**config.mk**
```make
export PLATFORM = sky130hd
export DESIGN_NAME = sipo_rx_ctrl
export DESIGN_NICKNAME = d
export VERILOG_FILES = /design/src/rtl/sipo_rx_ctrl_pkg.sv /design/src/rtl/sipo_rx_ctrl_en.sv /design/src/rtl/sipo_rx_ctrl.sv
export SDC_FILE = /design/constraint.sdc
export NUM_CORES = 1
export LEC_CHECK = 0
export BUFFER_PORTS_ARGS = -buffer_cell sky130_fd_sc_hd__buf_2
export CAP_MARGIN = 20
export CORE_MARGIN = 8
export CORE_UTILIZATION = 40
export DETAILED_ROUTE_END_ITERATION = 10
export PLACE_DENSITY = 0.6
export SLEW_MARGIN = 20
export SYNTH_ARGS = -nofsm -noshare
export SYNTH_HDL_FRONTEND = slang
export SYNTH_SLANG_ARGS = --single-unit
```
**constraint.sdc**
```tcl
create_clock -name in_clk -period 2.2 [get_ports in_clk]
set_input_delay 0 -clock in_clk [delete_from_list [all_inputs] [get_ports in_clk]]
set_output_delay 0 -clock in_clk [all_outputs]
set_load 0.005 [all_outputs]
```
**src/rtl/sipo_rx_ctrl_pkg.sv**
```systemverilog
// sipo_rx_ctrl_pkg
//   Shared types for the serial-in/parallel-out frame controller.
//   t_rx_state   : controller state encoding
//   count_width  : width of a counter that must hold 0..bits
package sipo_rx_ctrl_pkg;

    typedef enum bit [1:0] {
        ST_IDLE   = 2'd0,
        ST_SHIFT  = 2'd1,
        ST_PARITY = 2'd2
    } t_rx_state;

    function automatic int count_width(input int bits);
        return $clog2(bits + 1);
    endfunction

endpackage

```
**src/rtl/sipo_rx_ctrl_en.sv**
```systemverilog
// sipo_en
//   Enabled shift register used by sipo_rx_ctrl to assemble a word.
//   in_clk       : clock, rising edge
//   in_rst       : asynchronous active-low reset
//   in_enable    : shift in_serial in this cycle
//   in_clear     : synchronous clear, has priority over in_enable
//   in_serial    : serial data bit
//   out_parallel : current register contents
//   SHIFT_RIGHT=1 enters bits at the MSB (first bit ends at bit 0),
//   SHIFT_RIGHT=0 enters bits at bit 0 (first bit ends at the MSB).
module sipo_en #(
    parameter int BITS        = 8,
    parameter int SHIFT_RIGHT = 1
) (
    input  logic            in_clk,
    input  logic            in_rst,
    input  logic            in_enable,
    input  logic            in_clear,
    input  logic            in_serial,
    output logic [BITS-1:0] out_parallel
);

    logic [BITS-1:0] shift_q;
    logic [BITS-1:0] shift_d;

    always_comb begin
        shift_d = shift_q;
        if (in_clear) begin
            shift_d = '0;
        end else if (in_enable) begin
            if (SHIFT_RIGHT != 0) begin
                shift_d = {in_serial, shift_q[BITS-1:1]};
            end else begin
                shift_d = {shift_q[BITS-2:0], in_serial};
            end
        end
    end

    always_ff @(posedge in_clk or negedge in_rst) begin
        if (!in_rst) begin
            shift_q <= '0;
        end else begin
            shift_q <= shift_d;
        end
    end

    assign out_parallel = shift_q;

endmodule

```
**src/rtl/sipo_rx_ctrl.sv**
```systemverilog
// sipo_rx_ctrl
//   Frame controller: sequences sipo_en to deserialise BITS-wide words
//   from a strobed serial stream, with a valid/ready holding register
//   and a sticky overrun flag.
//   in_clk / in_rst         : clock, asynchronous active-low reset
//   in_start                : begin a frame (Idle only)
//   in_bit_valid, in_serial : qualified serial bit
//   in_ready                : consumer accepts out_data
//   in_clear                : clears out_overrun
//   out_busy, out_bit_count : frame status
//   out_data, out_valid     : held word and its valid flag
//   out_overrun             : sticky, a completed word was dropped
//   out_parity_err          : only with SIPO_RX_CTRL_PARITY_EN defined
//
//   state     | meaning
//   ----------+-----------------------------------------------
//   ST_IDLE   | waiting for in_start, bit strobes ignored
//   ST_SHIFT  | collecting data bits
//   ST_PARITY | waiting for the even-parity bit (parity build)
module sipo_rx_ctrl
    import sipo_rx_ctrl_pkg::*;
#(
    parameter int BITS        = 8,
    parameter int SHIFT_RIGHT = 1
) (
    input  logic                     in_clk,
    input  logic                     in_rst,
    input  logic                     in_start,
    input  logic                     in_bit_valid,
    input  logic                     in_serial,
    input  logic                     in_ready,
    input  logic                     in_clear,
    output logic                     out_busy,
    output logic [$clog2(BITS+1)-1:0] out_bit_count,
    output logic [BITS-1:0]          out_data,
    output logic                     out_valid,
`ifdef SIPO_RX_CTRL_PARITY_EN
    output logic                     out_parity_err,
`endif
    output logic                     out_overrun
);

    localparam int CW = count_width(BITS);

    t_rx_state       state_q, state_d;
    logic [CW-1:0]   cnt_q, cnt_d;
    logic [BITS-1:0] data_q, data_d;
    logic            valid_q, valid_d;
    logic            ovr_q, ovr_d;
    logic [BITS-1:0] par;
    logic [BITS-1:0] word_new;
    logic            sh_en, sh_clr, last_bit, word_done, load, drop;

    sipo_en #(.BITS(BITS), .SHIFT_RIGHT(SHIFT_RIGHT)) u_sipo (
        .in_clk       (in_clk),
        .in_rst       (in_rst),
        .in_enable    (sh_en),
        .in_clear     (sh_clr),
        .in_serial    (in_serial),
        .out_parallel (par)
    );

    assign last_bit = (cnt_q == CW'(BITS - 1));

    always_ff @(posedge in_clk or negedge in_rst) begin
        if (!in_rst) begin
            state_q <= ST_IDLE;
        end else begin
            state_q <= state_d;
        end
    end

    always_comb begin
        state_d = state_q;
        unique case (state_q)
            ST_IDLE:   if (in_start) state_d = ST_SHIFT;
`ifdef SIPO_RX_CTRL_PARITY_EN
            ST_SHIFT:  if (in_bit_valid && last_bit) state_d = ST_PARITY;
            ST_PARITY: if (in_bit_valid) state_d = ST_IDLE;
`else
            ST_SHIFT:  if (in_bit_valid && last_bit) state_d = ST_IDLE;
`endif
            default:   state_d = ST_IDLE;
        endcase
    end

    // The word is captured on the same edge as its final bit, so the
    // completed value is formed here rather than read from the register.
    always_comb begin
        sh_en  = (state_q == ST_SHIFT) && in_bit_valid;
        sh_clr = (state_q == ST_IDLE) && in_start;
`ifdef SIPO_RX_CTRL_PARITY_EN
        word_done = (state_q == ST_PARITY) && in_bit_valid;
        word_new  = par;
`else
        word_done = sh_en && last_bit;
        if (SHIFT_RIGHT != 0) begin
            word_new = {in_serial, par[BITS-1:1]};
        end else begin
            word_new = {par[BITS-2:0], in_serial};
        end
`endif
        load = word_done && (!valid_q || in_ready);
        drop = word_done && valid_q && !in_ready;
    end

    always_comb begin
        cnt_d = cnt_q;
        if (state_q == ST_IDLE) begin
            cnt_d = '0;
        end else if (in_bit_valid) begin
            cnt_d = (state_d == ST_IDLE) ? '0 : cnt_q + CW'(1);
        end
        data_d  = load ? word_new : data_q;
        valid_d = load ? 1'b1 : (valid_q && !in_ready);
        // set wins over clear
        ovr_d   = drop || (ovr_q && !in_clear);
    end

    always_ff @(posedge in_clk or negedge in_rst) begin
        if (!in_rst) begin
            cnt_q   <= '0;
            data_q  <= '0;
            valid_q <= 1'b0;
            ovr_q   <= 1'b0;
        end else begin
            cnt_q   <= cnt_d;
            data_q  <= data_d;
            valid_q <= valid_d;
            ovr_q   <= ovr_d;
        end
    end

`ifdef SIPO_RX_CTRL_PARITY_EN
    logic perr_q, perr_d;

    assign perr_d = load ? ((^par) ^ in_serial) : perr_q;

    always_ff @(posedge in_clk or negedge in_rst) begin
        if (!in_rst) begin
            perr_q <= 1'b0;
        end else begin
            perr_q <= perr_d;
        end
    end

    assign out_parity_err = perr_q;
`endif

    assign out_busy      = (state_q != ST_IDLE);
    assign out_bit_count = cnt_q;
    assign out_data      = data_q;
    assign out_valid     = valid_q;
    assign out_overrun   = ovr_q;

endmodule

```
Word level (Yosys, flattened, before mapping)
Cells that the tools add are included.
- register bits after elaboration: 24
- output and inout port bits: 15
- word-level logic and storage cells: 37
- $add $sub $neg: 1
- equality and inequality tests: 2
- mux-type cells: 9
- reductions and logical operators: 19
- operators with widths (operator ; number):
    $mux W8 ; 2
    $mux W4 ; 3
    $logic_and A1 B1 Y1 ; 9
    $reduce_bool A2 Y1 ; 3
    $add A4 B1 Y4 const B ; 1
    $eq A4 B3 Y1 const B ; 1
    $logic_not A2 Y1 ; 2
    $mux W2 ; 2
    $pmux W2 S2 ; 1
    $logic_not A1 Y1 ; 3
    $eq A2 B1 Y1 const B ; 1
    $logic_or A1 B1 Y1 ; 2
    $mux W1 ; 1

Depth between registers and ports, before layout
Gate-level depths: netlist of the first run.
- depth in word-level cells: 8
- gate-level depth with buffers: 4
- mapped depth without buffers: 4

Hierarchy
From an unflattened synthesis of the first run, not the netlist that was laid out.
- cell total of the unflattened synthesis: 82
- area, all modules: 1019.7 um^2
- by module, submodules not included (module ; instances ; cells an instance ; area an instance (um^2) ; sequential area each (um^2)):
    sipo_rx_ctrl ; 1 ; 56 ; 694.4 ; 400.4
    sipo_en ; 1 ; 26 ; 325.3 ; 200.2

Worst setup path before layout of the first run
No wires, ideal clock.
- path type: register to register
- from: reg cnt_q[0] (netlist: out_bit_count[0])
- to: reg data_q[7] (netlist: out_data[7])
- library setup time: 0.125 ns
- arrival time: 1.577 ns
- path slack: 0.498 ns
- cell stages (with the launch flop): 5
- period minus slack after synthesis: 1.702 ns
- cell sequence: dfrtp_1 ha_1 nand4b_2 nor4b_4 mux2_2
- word-level cells in the longest chain between the ends: 3
- ends and longest elaborated chain (what ; line ; source):
    start, declared ; sipo_rx_ctrl.sv:46 ; logic [CW-1:0] cnt_q, cnt_d;
    start signal, assigned ; sipo_rx_ctrl.sv:127 ; cnt_q <= cnt_d;
    $eq A4 B3 Y1 ; sipo_rx_ctrl.sv:63 ; assign last_bit = (cnt_q == CW'(BITS - 1));
    $logic_and A1 B1 Y1 ; sipo_rx_ctrl.sv:96 ; word_done = sh_en && last_bit;
    $logic_and A1 B1 Y1 ; sipo_rx_ctrl.sv:103 ; load = word_done && (!valid_q || in_ready);
    end signal, assigned ; sipo_rx_ctrl.sv:128 ; data_q <= data_d;
    end, declared ; sipo_rx_ctrl.sv:47 ; logic [BITS-1:0] data_q, data_d;
No other way between the ends.
A chain may end at the register's enable or synchronous reset.

Worst setup path after layout of the first run
- from: reg cnt_q[0] (netlist: out_bit_count[0])
- to: reg ovr_q (netlist: out_overrun)
- word-level cells in the longest chain between the ends: 5
- ends and longest elaborated chain (what ; line ; source):
    $eq A4 B3 Y1 ; sipo_rx_ctrl.sv:63 ;
    $logic_and A1 B1 Y1 ; sipo_rx_ctrl.sv:96 ;
    $logic_and A1 B1 Y1 (2 in a row) ; sipo_rx_ctrl.sv:104 ; drop = word_done && valid_q && !in_ready;
    $logic_or A1 B1 Y1 ; sipo_rx_ctrl.sv:117 ; ovr_d = drop || (ovr_q && !in_clear);
    net ovr_d ; sipo_rx_ctrl.sv:49 ; logic ovr_q, ovr_d;
    end signal, assigned ; sipo_rx_ctrl.sv:130 ; ovr_q <= ovr_d;
    end, declared ; sipo_rx_ctrl.sv:49 ;
The timed path passes the listed nets, and every way through them passes these cells.

==> impl.org, run 1 <==
** Status
- The flow ran to the end, and the final reports show no timing, DRC or antenna violations.

** Clock network
- Number of clock sinks seen by CTS :: 23
- The number of gates resized after CTS was 0.
- Counting the buffers created by CTS gives 3.
- Clock root buffer :: sky130_fd_sc_hd__clkbuf_4
- After clock tree synthesis, the clock-pin slew on the worst setup and hold paths is 0.13 ns.
- TritonCTS clock tree :: done
- CTS built an H-tree with a depth of 1.
- Clock network latency to the later pin of the worst-skew pair :: 0.31 ns
- After clock tree synthesis, the setup repair step added 0 buffers.
- Number of buffers on the longest clock path :: 2

** Synthesis
- Syn Area/Cell :: 13.3 sq um
- After synthesis, the cell types taking the most area are sky130_fd_sc_hd__dfrtp_1 (57%), sky130_fd_sc_hd__a22o_1 (13%), sky130_fd_sc_hd__mux2_2 (10%).
- Synthesized area :: 1010 sq um
- Proportion of synthesized chip area in sequential cells :: 56.9%
- Number of distinct standard cells referenced by the synthesized netlist :: 25
- The synthesized design contains 23 register bits.
- Of the post-synthesis cell area, the dominant cell type holds 56.9%.
- The largest total area in the synthesized netlist belongs to sky130_fd_sc_hd__dfrtp_1.
- In the synthesized netlist, the number of instances is 76.
- Yosys warning total :: 0
- The number of nets in the synthesized netlist is 84.

** Floorplanning
- The floorplan has 18 rows.
- # IOs :: 22
- In this run the standard cell core region covers 2430 sq um.
- From left edge to right edge, the die measures 66.3 um.
- From bottom edge to top edge, the die measures 66.3 um.
- The initial utilization of the core area, before any placement, comes to 41.6%.
- The die covers 4390 sq um.

** Final layout
- The repair_antennas step left the layout with diodes totalling 0.
- In the final layout, the multi-input gates occupy 417 sq um.
- Fillcell total :: 230
- From synthesis to final layout, the design area changed by 23.5%.
- After routing the design area is 1250 sq um.
- FF+latch area :: 576 sq um
- Final standard cell utilization of the core :: 51.3%
- Total Nets Final :: 116
- Leaving out fill and tap cells, the most frequent cell in the layout is sky130_fd_sc_hd__dfrtp_1.
- In the layout the commonest cells are sky130_fd_sc_hd__dfrtp_1 (23), sky130_fd_sc_hd__buf_2 (21), sky130_fd_sc_hd__a22o_1 (15).
- Fraction of layout instances using a drive strength above 1 :: 37.4%

** Timing
- Post-route setup TNS :: 0 ns
- The final critical path takes up 88.7% of the cycle.
- Time the worst path needs with I/O delays and setup :: 1.95 ns
- Final number of max-transition violations :: 0
- Count of final hold-check violations :: 0
- Slew margin rel. :: 58.7%
- Clk_skew :: 0.00425 ns
- For the pin with the worst max-slew slack, the measured transition is 0.618 ns.
- Total setup violations reported at the end of the flow :: 0
- Setup repair after global routing left no endpoint under its margin.
- Maximum operating frequency :: 0.512 GHz

** Power and ir drop
- Sequential share of power :: 63.3%
- Of the total power, combinational logic draws 9.1%.
- Pwr per Cell Area :: 565 nW/um^2
- Clock share of power :: 27.6%
- For this design the total switching power over the nets is 0.171 mW.
- Reported leakage power :: 0.657 nW
- The internal power of the cells totals 0.534 mW.
- IR Drop Worst-Case VDD :: 427 uV
- Switching Share :: 24.3%

** Place
- Final RePlAce weighted congestion :: 0.763
- In this run the tool buffered the top-level ports with 21 buffer cells.
- HPWL after detailed placement :: 1380 um
- The placed instances occupy a cell area of 1160 sq um.

** Setup path
- Arrival time at the worst endpoint :: 2.21 ns
- CP required :: 2.46 ns
- Critical-path cell with the highest stage delay :: sky130_fd_sc_hd__dlygate4sd3_1
- The number of buffers and inverters on the critical path is 1.
- Kind of capture point of the worst setup path :: flip-flop
- Broken down by cell family, the worst path's largest delay share belongs to buffers and inverters.
- Kind of launch point of the worst setup path :: flip-flop
- The largest single stage delay on the critical path is 0.56 ns.
- Of all nets on the critical path, the largest fanout is 5.
- The worst setup path is of the reg2reg kind.
- Walking the worst path, the cells encountered are ha_1 -> nand4b_2 -> or3_1 -> o22ai_1 -> dlygate4sd3_1.

** GRT
- Largest net degree at the start of global routing :: 24
- The first global-routing pass estimated 3530 um of wire.
- Antenna violations before repair :: 0
- In the global route stage, overall resource usage came out at 10.3%.
- Via count of the first global-routing pass :: 734
- The total overflow left after global routing is 0.

** Job
- Count of maximum capacitance violations :: 0

** Routing
- The first detailed-routing pass ran for 4 iterations.
- In the routed design, unresolved DRC markers number 0.
- Initial DRC count :: 24
- Vias per Instance :: 5.44
- Antenna viol nets, final :: 0
- Via count of the routed design :: 745
- Summed over all layers, the routed wires come to 2040 um.
- Avg WL per Cell :: 14.9 um

** Hold path
- Worst min-delay path class :: in2async
-- power groups by stage --
stage	clock, mW	combinational (mW)	sequential, mW
after floorplan	0	0.0325	0.453
after global placement	0	0.0577	0.454
after detailed placement	0	0.0582	0.454
after CTS	0.206	0.0654	0.446
after global routing	0.217	0.0723	0.449
final	0.195	0.0643	0.447
-- synthesized netlist by cell type --
| master | instances |
|---|---|
| sky130_fd_sc_hd__nand3b_1 | 1 |
| sky130_fd_sc_hd__nor4b_4 | 1 |
| sky130_fd_sc_hd__o21bai_1 | 1 |
| sky130_fd_sc_hd__dfrtp_1 | 23 |
| sky130_fd_sc_hd__a41oi_1 | 1 |
| sky130_fd_sc_hd__conb_1 | 1 |
| sky130_fd_sc_hd__ha_1 | 1 |
| sky130_fd_sc_hd__or3_1 | 1 |
| sky130_fd_sc_hd__a21oi_1 | 1 |
| sky130_fd_sc_hd__nand3_1 | 2 |
| sky130_fd_sc_hd__nor3b_1 | 1 |
| sky130_fd_sc_hd__nor2b_1 | 2 |
| sky130_fd_sc_hd__o22ai_1 | 1 |
| sky130_fd_sc_hd__nand4_1 | 1 |
| sky130_fd_sc_hd__o21ba_2 | 1 |
| sky130_fd_sc_hd__or2_2 | 1 |
| sky130_fd_sc_hd__a2111o_1 | 1 |
| sky130_fd_sc_hd__o21ai_0 | 2 |
| sky130_fd_sc_hd__nand2b_1 | 1 |
| sky130_fd_sc_hd__clkbuf_1 | 2 |
| sky130_fd_sc_hd__inv_1 | 3 |
| sky130_fd_sc_hd__mux2_2 | 9 |
| sky130_fd_sc_hd__nand4b_2 | 1 |
| sky130_fd_sc_hd__nand2_1 | 2 |
| sky130_fd_sc_hd__a22o_1 | 15 |
-- metal layers --
layer / global-route usage [%] / vias up / wire [um]
met5: 0 / - / 0
met4: 5.60 / 0 / 33
met3: 2.88 / 4 / 149
met2: 14.8 / 22 / 914
met1: 13.5 / 365 / 944
li1: - / 354 / -
-- worst reg2reg max path: stages, from the launching register on --
cell and delay [ns]:
sky130_fd_sc_hd__dfrtp_1 0.42, sky130_fd_sc_hd__ha_1 0.27, sky130_fd_sc_hd__nand4b_2 0.17, sky130_fd_sc_hd__or3_1 0.36, sky130_fd_sc_hd__o22ai_1 0.12, sky130_fd_sc_hd__dlygate4sd3_1 0.56
-- cell type report --
type / count / area share (%)
clock inverter: 1 / 0.401
timing repair buffer: 29 / 14.4
tap: 30 / 3.01
clock buffer: 3 / 1.80
inverter: 3 / 0.902
sequential: 23 / 46.1
multi-input combinational: 48 / 33.4
-- stage by stage --
step | power [mW] | instances | worst slack (ns) | hold WS, ns
after global placement | 0.512 | 127 | 0.519 | 0.00235
after detailed placement | 0.513 | 127 | 0.474 | 0.00405
final | 0.705 | 137 | 0.248 | 0.168
after global routing | 0.739 | 137 | 0.0722 | 0.228
after CTS | 0.718 | 137 | 0.248 | 0.179
after floorplan | 0.485 | 76 | 0.498 | -0.296
-- kinds of logic (layout without fill, tap and decap cells) --
family | Yosys count | count (layout) | share of synthesized area (%)
AO/OA/AOI/OAI | 23 | 23 | 18.8
adder cells (fa/ha/maj) | 1 | 1 | 1.24
buffers and inverters | 5 | 36 | 1.86
flip-flops | 23 | 23 | 56.9
multiplexers | 9 | 9 | 10.0
other | 1 | 1 | 0.371
AND/OR/NAND/NOR | 14 | 14 | 10.8
-- what timing repair did --
item | 4_1_cts | 5_1_grt
hold endpoints to repair | 27 | 0
hold buffers | 6 | 0
endpoints found under the setup margin | 0 | 0
-- state kept, by name, summed over array words and instances, names as in the netlist --
| name | flops |
|---|---|
| out_bit_count | 4 |
| out_data | 8 |
| out_overrun | 1 |
| out_valid | 1 |
| state_q | 2 |
| u_sipo.out_parallel | 7 |
-- path summary, 6_finish.rpt --
path	from	endpoint	slack (ns)	cells past startpoint
worst max-delay path	out_bit_count[0]	out_overrun	0.25	5
worst min-delay path	in_rst	out_overrun	0.17	2
worst max register to register	out_bit_count[0]	out_overrun	0.25	5
worst min register to register	out_data[3]	out_data[3]	0.52	1
max in group asynchronous	in_rst	out_data[4]	1.70	2
min in group in_clk	in_start	state_q[0]	0.22	3
No activity file was read; power rests on OpenSTA's default activity.
==> inputs of run 2 (changes only) <==
--- a/config.mk
+++ b/config.mk
@@ -11,7 +11,8 @@
 export CORE_UTILIZATION = 40
 export DETAILED_ROUTE_END_ITERATION = 10
 export PLACE_DENSITY = 0.6
-export SLEW_MARGIN = 20
+export REMOVE_ABC_BUFFERS = 1
+export SLEW_MARGIN = 30
 export SYNTH_ARGS = -nofsm -noshare
 export SYNTH_HDL_FRONTEND = slang
 export SYNTH_SLANG_ARGS = --single-unit
==> run 2 against run 1 <==
  * Largest cell class unchanged
  * Clock-buffer cell count grew 1
  * Global-route usage rose by 0.15 points
  * Design area fell by 0.10%
  * Worst setup slack got worse by 0.065 ns
  * Via count shrank 0.81%
  * Register-to-register slack lost 0.07 ns
  * Critical endpoint unchanged
  * Die area unchanged
  * Critical path type unchanged
  * Sequential share of layout area hardly changed
==> impl.org, run 2 (synthesized netlist as in run 1, its figures left out) <==
** Power and ir drop
- Pwr per Cell Area :: 563 nW/um^2
- Across the VDD grid, the largest voltage drop is 299 uV.
- Reported leakage power :: 0.654 nW

** Final layout
- Fillcell total :: 221
- From synthesis to final layout, the design area changed by 23.4%.
- Most common cell after layout, fill and taps aside :: sky130_fd_sc_hd__dfrtp_1
- Area of combinational cells with multiple inputs :: 417 sq um
- Max reg flops :: 8
- FF+latch area :: 576 sq um
- The final layout contains 116 nets.
- The library cells used most frequently in the layout, excluding fill and tap cells, are sky130_fd_sc_hd__dfrtp_1 (23), sky130_fd_sc_hd__buf_2 (21), sky130_fd_sc_hd__a22o_1 (15).
- Fraction of layout instances using a drive strength above 1 :: 36.4%
- The repair_antennas step left the layout with diodes totalling 0.

** Job
- Count of maximum capacitance violations :: 0

** Place
- At the end of routability-driven placement, the weighted congestion stood at 0.829.
- The count of buffers added on input and output ports is 21.
- HPWL after detailed placement :: 1450 um

** Timing
- Setup repair after global routing left no endpoint under its margin.
- Count of final hold-check violations :: 0
- Slew margin rel. :: 57.1%
- Time the worst path needs with I/O delays and setup :: 2.02 ns
- The worst path uses 91.7% of the clock period.
- Post-route setup TNS :: 0 ns
- At the pin with the least slew margin, the transition time is 0.643 ns.
- Final number of max-transition violations :: 0
- Clk_skew :: 0.00248 ns
- Timing would allow up to 0.496 GHz.
- Worst-case hold slack :: 0.188 ns
- Setup violations remaining at the end of the flow were counted as 0.

** Setup path
- Kind of launch point of the worst setup path :: flip-flop
- Kind of capture point of the worst setup path :: flip-flop
- The critical path in this run is classified as reg2reg.
- Reg-to-reg endpoint :: out_overrun
- Arrival time at the worst endpoint :: 2.26 ns
- Counting cells, the worst reg-to-reg path comes to 5.
- Reg-to-reg slack, setup :: 0.18 ns
- Of all nets on the critical path, the largest fanout is 5.
- CP required :: 2.45 ns
- Worst R2R Start :: out_bit_count[1]

** Clock network
- Counting the buffers created by CTS gives 3.
- Clock tree synthesis found a total of 23 sinks.
- No sink is reached through more buffers than the 2 on the longest clock path.
- In this run the clock root is driven by a sky130_fd_sc_hd__clkbuf_4.
- H-tree levels :: 1
- TritonCTS built the clock tree.
- Clk pin slew, worst setup/hold paths :: 0.12 ns
- For the worst-skew pair, the clock arrives at the later sink with an insertion delay of 0.30 ns.

** GRT
- The initial antenna violation count is 0.
- Global-route wire length before repair :: 3560 um
- Largest net degree at the start of global routing :: 24
- Via count of the first global-routing pass :: 757
- In the global route stage, overall resource usage came out at 10.4%.
- Total grt overflow :: 0

** Floorplanning
- Die span in y :: 66.3 um
- # IOs :: 22
- Std-Cell Core Area :: 2430 sq um
- The floorplan has 18 rows.
- The floorplan step defined a die boundary enclosing 4390 sq um.
- For this configuration, the core starts out at a cell density of 41.6%.
- The die is 66.3 um wide.

** Routing
- In the final routed layout, each cell accounts on average for 15.3 um.
- Count of TritonRoute iterations in the first routing pass :: 4
- DRT met1 WL :: 928 um
- In the detailed route, the total length drawn on met2 is 1010 um.
- The detail route stage leaves a number of antenna-violating nets equal to 0.
- The detailed router finished its first iteration with 27 violations.
- After detailed routing, the number of vias per cell comes to 5.39.
- In this run the top signal layer used is met4.
- The final layout contains routed wiring with a total length of 2100 um.
- DRC errors left :: 0
- Summed over all nets, wire length on met3 after detailed routing comes to 145 um.
- Across all layers, the routed design uses 739 vias.

** Hold path
- Worst min-delay path class :: in2async

** Status
- Run status :: complete, no violations
## run 2: routing by layer
metal / vias to the layer above / global-route usage, %
li1: 351 / -
met1: 365 / 12.8
met2: 21 / 15.9
met3: 2 / 2.88
met4: 0 / 6.13
met5: - / 0
## run 2: final cells by class
type / count / share of cell area (%)
well taps: 30 / 3.01
clock buffers: 4 / 2.11
multi-input cells: 48 / 33.4
inverters: 3 / 0.903
repair buffers: 29 / 14.4
flip-flops and latches: 23 / 46.1
## run 2: power breakdown
group	switching [mW]	leakage [nW]	internal, mW
sequential	0.0126	0.316	0.434
clock	0.120	0.0150	0.0707
combinational	0.0330	0.323	0.0320
## run 2: through the flow
stage	instance area (sq um)	util, %	total power [mW]	cells	setup slack, ns
6_report	1250	51.3	0.703	137	0.183
5_1_grt	1250	51.3	0.736	137	0.0852
4_1_cts	1250	51.3	0.716	137	0.240
3_5_place_dp	1160	47.7	0.514	127	0.463
3_3_place_gp	1160	47.7	0.512	127	0.528
2_1_floorplan	1000	-	0.484	74	0.491
## run 2: worst max path at each step
stage                           from     endpoint  slack, ns  cells past startpoint
CTS                 out_bit_count[1]  out_overrun       0.24                      5
floorplan           out_bit_count[0]  out_data[7]       0.49                      4
finish              out_bit_count[1]  out_overrun       0.18                      5
global placement    out_bit_count[0]  out_data[6]       0.53                      5
global route        out_bit_count[1]  out_overrun       0.09                      5
detailed placement  out_bit_count[1]  out_data[1]       0.46                      5
## run 2: repair_timing
item / CTS / global route
setup buffers: 0 / 0
hold endpoints to repair: 27 / 0
hold buffers: 6 / 0
gates resized for setup: 0 / 0
## run 2: critical path, cell delays in order, from the launching register on
cell and delay (ns):
sky130_fd_sc_hd__dfrtp_1 0.42, sky130_fd_sc_hd__ha_1 0.28, sky130_fd_sc_hd__nand4b_2 0.17, sky130_fd_sc_hd__or3_1 0.36
sky130_fd_sc_hd__o22ai_1 0.15, sky130_fd_sc_hd__dlygate4sd3_1 0.58
